--- config.mk ---
export PLATFORM = sky130hd
export DESIGN_NAME = dds_wave_shaper_flat
export DESIGN_NICKNAME = d
export VERILOG_FILES = /design/src/rtl/dds_pkg.sv /design/src/rtl/dds_wave_shaper_if.sv /design/src/rtl/dds_wave_shaper_rom.sv /design/src/rtl/dds_wave_shaper.sv /design/src/flat_wrapper.sv
export SDC_FILE = /design/constraint.sdc
export NUM_CORES = 1
export LEC_CHECK = 0
export BUFFER_PORTS_ARGS = -buffer_cell sky130_fd_sc_hd__clkbuf_2
export CAP_MARGIN = 20
export CORE_ASPECT_RATIO = 1.2
export CORE_UTILIZATION = 35
export DETAILED_ROUTE_END_ITERATION = 8
export HOLD_SLACK_MARGIN = 0.05
export PLACE_DENSITY = 0.49
export RECOVER_POWER = 25
export SLEW_MARGIN = 15
export SYNTH_ARGS = -nofsm -noshare
export SYNTH_HDL_FRONTEND = slang
export SYNTH_SLANG_ARGS = --single-unit
--- constraint.sdc ---
create_clock -name clk -period 3.5 [get_ports clk]
set_input_delay 0 -clock clk [delete_from_list [all_inputs] [get_ports clk]]
set_output_delay 0 -clock clk [all_outputs]
set_load 0.05 [all_outputs]
--- src/rtl/dds_pkg.sv ---
// Shared DDS definitions: default widths, waveform select codes, DAC midpoint.
// Used by the wave shaper RTL and by the DDS controller/shaper benches.
// No ports; constants and types only.
package dds_pkg;

  localparam int DDS_ADDR_W = 6;
  localparam int DDS_DATA_W = 7;
  localparam int DDS_OUT_W  = DDS_DATA_W + 1;

  // Offset-binary midpoint of the DAC code (zero amplitude).
  localparam logic [DDS_OUT_W-1:0] DDS_MID = DDS_OUT_W'(1) << DDS_DATA_W;

  typedef enum logic [1:0] {
    WAVE_SINE = 2'b00,
    WAVE_TRI  = 2'b01,
    WAVE_SQR  = 2'b10,
    WAVE_MUTE = 2'b11
  } wave_t;

  // Falling quarters walk the quarter-wave table backwards.
  function automatic logic [DDS_ADDR_W-1:0] mirror_addr(input logic phase_pose,
                                                        input logic [DDS_ADDR_W-1:0] addr);
    return phase_pose ? ~addr : addr;
  endfunction

endpackage

--- src/rtl/dds_wave_shaper_if.sv ---
// Sample bus between the DDS phase controller and the wave shaper, plus DAC output side.
// Latency: none (wires only).
// Backpressure: none; in_valid/out_valid qualify samples, the shaper always accepts.
// master: drives phase/control fields and in_valid, receives dac_out/out_valid/zero_cross.
// slave : the shaper side.
interface dds_wave_shaper_if #(
  parameter int ADDR_W = dds_pkg::DDS_ADDR_W,
  parameter int DATA_W = dds_pkg::DDS_DATA_W
);

  logic              in_valid;
  logic              sign_bit;
  logic              phase_pose;
  logic [ADDR_W-1:0] addr;
  logic [1:0]        wave_sel;
  logic [1:0]        amp_shift;
  logic [DATA_W:0]   dac_out;
  logic              out_valid;
  logic              zero_cross;

  modport master (
    output in_valid, sign_bit, phase_pose, addr, wave_sel, amp_shift,
    input  dac_out, out_valid, zero_cross
  );

  modport slave (
    input  in_valid, sign_bit, phase_pose, addr, wave_sel, amp_shift,
    output dac_out, out_valid, zero_cross
  );

endinterface

--- src/rtl/dds_wave_shaper_rom.sv ---
// Quarter-wave sine table, synchronous read, no reset on the data path.
// Latency: 1 clock (addr sampled at edge N, data valid after edge N).
// Backpressure: none; reads every cycle.
// Ports: clk (rising edge), addr (ADDR_W), data (DATA_W).
// Table entries are round(127*sin(pi/2*i/63)) for the default 6-bit address / 7-bit data
// geometry; the endpoints are exact (entry 0 = 0, entry 63 = full scale) so a quarter
// starts at zero and ends on the peak.
module quarter_sine_rom #(
  parameter int ADDR_W = dds_pkg::DDS_ADDR_W,
  parameter int DATA_W = dds_pkg::DDS_DATA_W
) (
  input  logic              clk,
  input  logic [ADDR_W-1:0] addr,
  output logic [DATA_W-1:0] data
);

  localparam logic [6:0] TABLE [0:63] = '{
    7'd0,   7'd3,   7'd6,   7'd9,   7'd13,  7'd16,  7'd19,  7'd22,
    7'd25,  7'd28,  7'd31,  7'd34,  7'd37,  7'd40,  7'd43,  7'd46,
    7'd49,  7'd52,  7'd55,  7'd58,  7'd61,  7'd64,  7'd66,  7'd69,
    7'd72,  7'd74,  7'd77,  7'd79,  7'd82,  7'd84,  7'd86,  7'd89,
    7'd91,  7'd93,  7'd95,  7'd97,  7'd99,  7'd101, 7'd103, 7'd105,
    7'd107, 7'd108, 7'd110, 7'd112, 7'd113, 7'd114, 7'd116, 7'd117,
    7'd118, 7'd119, 7'd120, 7'd121, 7'd122, 7'd123, 7'd124, 7'd124,
    7'd125, 7'd126, 7'd126, 7'd126, 7'd127, 7'd127, 7'd127, 7'd127
  };

  always_ff @(posedge clk) begin
    data <= TABLE[addr];
  end

endmodule

--- src/rtl/dds_wave_shaper.sv ---
// Wave shaper: mirror phase address, build sine/triangle/square/mute magnitude, scale, apply sign,
//   emit offset-binary DAC code with a zero-crossing strobe.
// Latency: 3 clocks (S1 capture, S2 magnitude, S3 DAC register), throughput 1 sample/clk.
// Backpressure: none; in_valid bubbles ride the pipe, dac_out holds through them.
// Ports: clk, reset (sync, active-high), bus (slave side of dds_wave_shaper_if).
module dds_wave_shaper
  import dds_pkg::*;
#(
  parameter int ADDR_W = DDS_ADDR_W,
  parameter int DATA_W = DDS_DATA_W
) (
  input  logic               clk,
  input  logic               reset,
  dds_wave_shaper_if.slave   bus
);

  localparam int OUT_W  = DATA_W + 1;
  localparam int TRI_SH = DATA_W - ADDR_W;
  localparam logic [OUT_W-1:0] MID_C = OUT_W'(1) << DATA_W;

  // ---------------- S1: capture and mirror ----------------
  logic              v1;
  logic [ADDR_W-1:0] maddr1;
  logic              sign1;
  wave_t             wave1;
  logic [1:0]        amp1;

  always_ff @(posedge clk) begin
    if (reset) begin
      v1     <= 1'b0;
      maddr1 <= '0;
      sign1  <= 1'b0;
      wave1  <= WAVE_MUTE;
      amp1   <= '0;
    end else begin
      v1     <= bus.in_valid;
      maddr1 <= bus.phase_pose ? ~bus.addr : bus.addr;
      sign1  <= bus.sign_bit;
      wave1  <= wave_t'(bus.wave_sel);
      amp1   <= bus.amp_shift;
    end
  end

  // ---------------- S2: magnitude ----------------
  // The sine path is registered inside the ROM; the synthesised shapes are registered here
  // so both arrive on the same edge and the select happens after the registers.
  logic [DATA_W-1:0] rom_q;
  logic [DATA_W-1:0] synth_mag;
  logic [DATA_W-1:0] synth2;
  logic              v2;
  logic              sign2;
  wave_t             wave2;
  logic [1:0]        amp2;
  logic [DATA_W-1:0] mag2;

  quarter_sine_rom #(
    .ADDR_W (ADDR_W),
    .DATA_W (DATA_W)
  ) u_rom (
    .clk  (clk),
    .addr (maddr1),
    .data (rom_q)
  );

  always_comb begin
    synth_mag = '0;
    case (wave1)
      WAVE_TRI: synth_mag = DATA_W'(maddr1) << TRI_SH;
      WAVE_SQR: synth_mag = {DATA_W{1'b1}};
      default:  synth_mag = '0;
    endcase
  end

  always_ff @(posedge clk) begin
    if (reset) begin
      v2     <= 1'b0;
      sign2  <= 1'b0;
      wave2  <= WAVE_MUTE;
      amp2   <= '0;
      synth2 <= '0;
    end else begin
      v2     <= v1;
      sign2  <= sign1;
      wave2  <= wave1;
      amp2   <= amp1;
      synth2 <= synth_mag;
    end
  end

  assign mag2 = (wave2 == WAVE_SINE) ? rom_q : synth2;

  // ---------------- S3: scale, sign, DAC register ----------------
  // Magnitude never exceeds 2^DATA_W-1, so MID +/- m stays within [1, 2^OUT_W-1].
  logic [OUT_W-1:0] scaled;
  logic [OUT_W-1:0] dac_next;
  logic             neg_next;
  logic [OUT_W-1:0] dac_q;
  logic             out_valid_q;
  logic             zero_cross_q;
  logic             prev_neg;
  logic             first_sample;

  always_comb begin
    scaled   = OUT_W'(mag2) >> amp2;
    dac_next = sign2 ? (MID_C - scaled) : (MID_C + scaled);
    // A zero magnitude lands exactly on MID and counts as positive.
    neg_next = (dac_next < MID_C);
  end

  always_ff @(posedge clk) begin
    if (reset) begin
      dac_q        <= MID_C;
      out_valid_q  <= 1'b0;
      zero_cross_q <= 1'b0;
      prev_neg     <= 1'b0;
      first_sample <= 1'b1;
    end else begin
      out_valid_q <= v2;
      if (v2) begin
        dac_q        <= dac_next;
        zero_cross_q <= !first_sample && (neg_next != prev_neg);
        prev_neg     <= neg_next;
        first_sample <= 1'b0;
      end else begin
        zero_cross_q <= 1'b0;
      end
    end
  end

  assign bus.dac_out    = dac_q;
  assign bus.out_valid  = out_valid_q;
  assign bus.zero_cross = zero_cross_q;

endmodule

--- src/flat_wrapper.sv ---
// flat-port wrapper written by rule: the top's interface ports become plain ports
module dds_wave_shaper_flat import dds_pkg::*;
#(
  parameter int ADDR_W = DDS_ADDR_W,
  parameter int DATA_W = DDS_DATA_W
)
  (clk, reset, bus_in_valid, bus_sign_bit, bus_phase_pose, bus_addr, bus_wave_sel, bus_amp_shift, bus_dac_out, bus_out_valid, bus_zero_cross);
  dds_wave_shaper_if #(.ADDR_W(ADDR_W), .DATA_W(DATA_W)) bus_i ();
  input  logic clk;
  input  logic reset;
  input wire logic [$bits(bus_i.in_valid)-1:0] bus_in_valid;
  input wire logic [$bits(bus_i.sign_bit)-1:0] bus_sign_bit;
  input wire logic [$bits(bus_i.phase_pose)-1:0] bus_phase_pose;
  input wire logic [$bits(bus_i.addr)-1:0] bus_addr;
  input wire logic [$bits(bus_i.wave_sel)-1:0] bus_wave_sel;
  input wire logic [$bits(bus_i.amp_shift)-1:0] bus_amp_shift;
  output wire logic [$bits(bus_i.dac_out)-1:0] bus_dac_out;
  output wire logic [$bits(bus_i.out_valid)-1:0] bus_out_valid;
  output wire logic [$bits(bus_i.zero_cross)-1:0] bus_zero_cross;
  assign bus_i.in_valid = bus_in_valid;
  assign bus_i.sign_bit = bus_sign_bit;
  assign bus_i.phase_pose = bus_phase_pose;
  assign bus_i.addr = bus_addr;
  assign bus_i.wave_sel = bus_wave_sel;
  assign bus_i.amp_shift = bus_amp_shift;
  assign bus_dac_out = bus_i.dac_out;
  assign bus_out_valid = bus_i.out_valid;
  assign bus_zero_cross = bus_i.zero_cross;
  dds_wave_shaper #(.ADDR_W(ADDR_W), .DATA_W(DATA_W)) u_core (.clk(clk), .reset(reset), .bus(bus_i));
endmodule
==> flow_summary.yaml <==
critical_path:
  r2r_cells: 10
  startpoint_type: "flip-flop"
  critPathMaxFanout: 11
  worstPathArrival_ns: 2.73
  worstSetupPathType: "flip-flop to flip-flop"
  critPathLaunch: "u_core.wave2[1]$_SDFF_PP1_"
  reg2reg_slack_ns: 0.96
  r2r_start: "u_core.wave2[1]$_SDFF_PP1_"
  required_ns: 3.69
  r2r-end: "u_core.bus.dac_out[6]$_SDFFE_PP0P_"
  end_kind: "flip-flop"
drt:
  via_per_inst: 5.08
  drc: 0
  wl_met3_um: 124
  wl_mm: 5.16
  vias: 1990
  drtPass1Iterations: 4
  routed.top_layer: "met4"
  wire_per_inst_um: 13.2
  drt-met1-wl_mm: 2.36
  drt_iter0_markers: 87
  wl_met2_mm: 2.64
  ant_nets: 0
logic_synthesis:
  synth_top_area_cell: "dfxtp_1"
  synth_area_per_cell_sq_um: 8.55
  synth.net_count: 307
  yosysWarnings: 0
  synth.distinct_cells: 47
  async_flop_share_pct: 0
  synth-seq-cells: 44
  synth_area_sq_um: 2400
  synth_area_leaders: "dfxtp_1 (37%), nor2_1 (5.9%), ha_1 (5.7%)"
  syn_inst: 281
  yosys.area.top_type_share_pct: 36.7
  ys_seq_area_share_pct: 36.7
  synth-edff-count: 0
  yosys_most_used_dff: "dfxtp_1"
sta:
  finClkSkew_ns: 0.00929
  final.setup.tns_ns: 0
  hold_viol: 0
  setup_viol: 0
  final.period_utilization_pct: 72.6
  rsz0062_at_grt: "no"
  slew_headroom_pct: 41.7
  min_period_ns: 2.54
  fmax_mhz: 393
  slew_viol_final: 0
  worst_pin_slew_ns: 0.873
layout:
  fin_nets: 332
  antenna_cells: 0
  fin_util_pct: 42.9
  drive_above_1_share_pct: 14.7
  syn2layout_area_growth_pct: 16.5
grt:
  grt_max_degree: 31
  grt.overflow.total: 0
  first_global_vias: 1935
  grt_usage_pct: 15.3
  antenna_found_initial: 0
  grt_first_pass_wirelength_mm: 8.80
min_path:
  hold_end: "u_core.maddr1[5]$_SDFF_PP0_"
  hold_start: "bus_phase_pose"
  min_path_type: "input port to flip-flop"
  whs_path_depth: 3
clocking:
  cts_hold_buffers: 12
  cts_buffers: 5
  cts_root_buf: "clkbuf_8"
  cts-htree-levels: 2
  cts_tree: "done"
  worstSkewPairLatency_ns: 0.29
  clkTransAtPathRegs_ns: 0.09
  clockBufferDepth: 2
  post_cts_buffers: 0
  cts.sinks: 44
  ctsResizeCount: 0
power_and_ir_drop:
  p_leak_nw: 1.12
  ir_worst_vdd_uv: 196
  powerDensity_nw_per_um2: 423
status:
  status: "finished, final reports clean"
floorplanning:
  top_level_ports: 25
  dieArea_sq_um: 7200
  start_util_pct: 36.8
  rows: 32
  die_h_um: 92.8
  fp.dieW_um: 77.6
  core_sq_um: 6530
placed_design:
  gp_congestion: 0.761
  hpwl_mm: 3.69
  portBuffers: 24
run:
  maxCapViolations: 0
==> worst max path at each step <==
stage,to,slack (ns),cells after the start
after floorplan,u_core.bus.dac_out[6]$_SDFFE_PP0P_,1.05,10
after global placement,u_core.bus.dac_out[6]$_SDFFE_PP0P_,1.00,10
after detailed placement,u_core.bus.dac_out[6]$_SDFFE_PP0P_,0.96,10
after CTS,u_core.bus.dac_out[6]$_SDFFE_PP0P_,0.93,10
after global routing,u_core.bus.dac_out[6]$_SDFFE_PP0P_,0.79,10
final,u_core.bus.dac_out[6]$_SDFFE_PP0P_,0.96,10
==> layout make-up <==
class                   instances  area (sq um)
clock buffers                   6          82.6
clock inverters                 2          38.8
fillers                       647          3730
inverters                      11          41.3
multi-input cells             207          1400
flip-flops and latches         44           881
well taps                      85           106
repair buffers                 37           248
==> cells in the mapped netlist, types with 5 or more instances <==
library cell	instances
a211oi_1	9
dfxtp_1	44
mux4_2	6
mux2i_1	9
xnor2_1	9
nand2_1	15
a21oi_1	21
inv_1	10
clkbuf_1	16
nor2b_1	11
o21ai_0	15
nor2_1	38
nor3_1	5
nand3_1	5
ha_1	11
or2_2	5
==> worst max-delay path, stage by stage (launching register included) <==
cell and delay (ns):
dfxtp_1 0.32, nor2_1 0.10, buf_4 0.21, mux4_2 0.54
and2_1 0.18, a21oi_1 0.18, ha_1 0.21, nand2b_1 0.08
o41ai_1 0.37, xor2_1 0.18, o21ai_1 0.07
==> state kept, by name, summed over array words and instances, names as in the netlist <==
signal                 count
u_core.sign1               1
u_core.bus.dac_out         8
u_core.synth2              7
u_core.v2                  1
u_core.amp1                2
u_core.amp2                2
u_core.maddr1              6
u_core.prev_neg            1
u_core.sign2               1
u_core.wave2               2
u_core.first_sample        1
u_core.bus.out_valid       1
u_core.bus.zero_cross      1
u_core.u_rom.data          7
u_core.v1                  1
u_core.wave1               2
==> stage by stage <==
step	std cells	setup slack [ns]	cell area (sq um)	power, W	hold slack, ns
global route	392	0.788	2800	0.00125	0.111
finish	392	0.957	2800	0.00118	0.0845
detailed placement	372	0.964	2560	0.000777	0.197
floorplan	281	1.05	2400	0.000728	0.104
global placement	372	1.00	2560	0.000778	0.197
CTS	392	0.926	2800	0.00120	0.0817
==> metal layers <==
layer	global-route usage (%)	vias up
met5	0	-
met4	3.30	0
met3	3.05	4
met2	28.8	30
met1	17.6	925
li1	-	1031
==> cell usage in the layout (no fill, tap or decap), types with 10 or more instances in the layout <==
cell / n
inv_1: 10
nor2_1: 38
clkbuf_2: 24
o21ai_0: 15
nand2_1: 15
dfxtp_1: 44
nor2b_1: 11
ha_1: 11
dlygate4sd3_1: 12
a21oi_1: 21
==> cells by family (layout without fill, tap and decap cells) <==
group                      Yosys count  count (layout)  share of synthesized area [%]
adders and majority gates           11              11                           5.73
buffers and inverters               30              56                           5.05
and+or+nand+nor                     94              94                           18.8
AOI/OAI and AO/OA                   76              76                           20.4
xor gates and xnor gates            11              11                           4.01
muxes                               15              15                           9.38
DFF                                 44              44                           36.7
==> power by group <==
group,internal (W),switching (W)
sequential,0.000534,0.0000516
clock,0.000233,0.000176
combinational,0.0000915,0.0000983
Note: power is estimated with default switching activity, not from simulation.
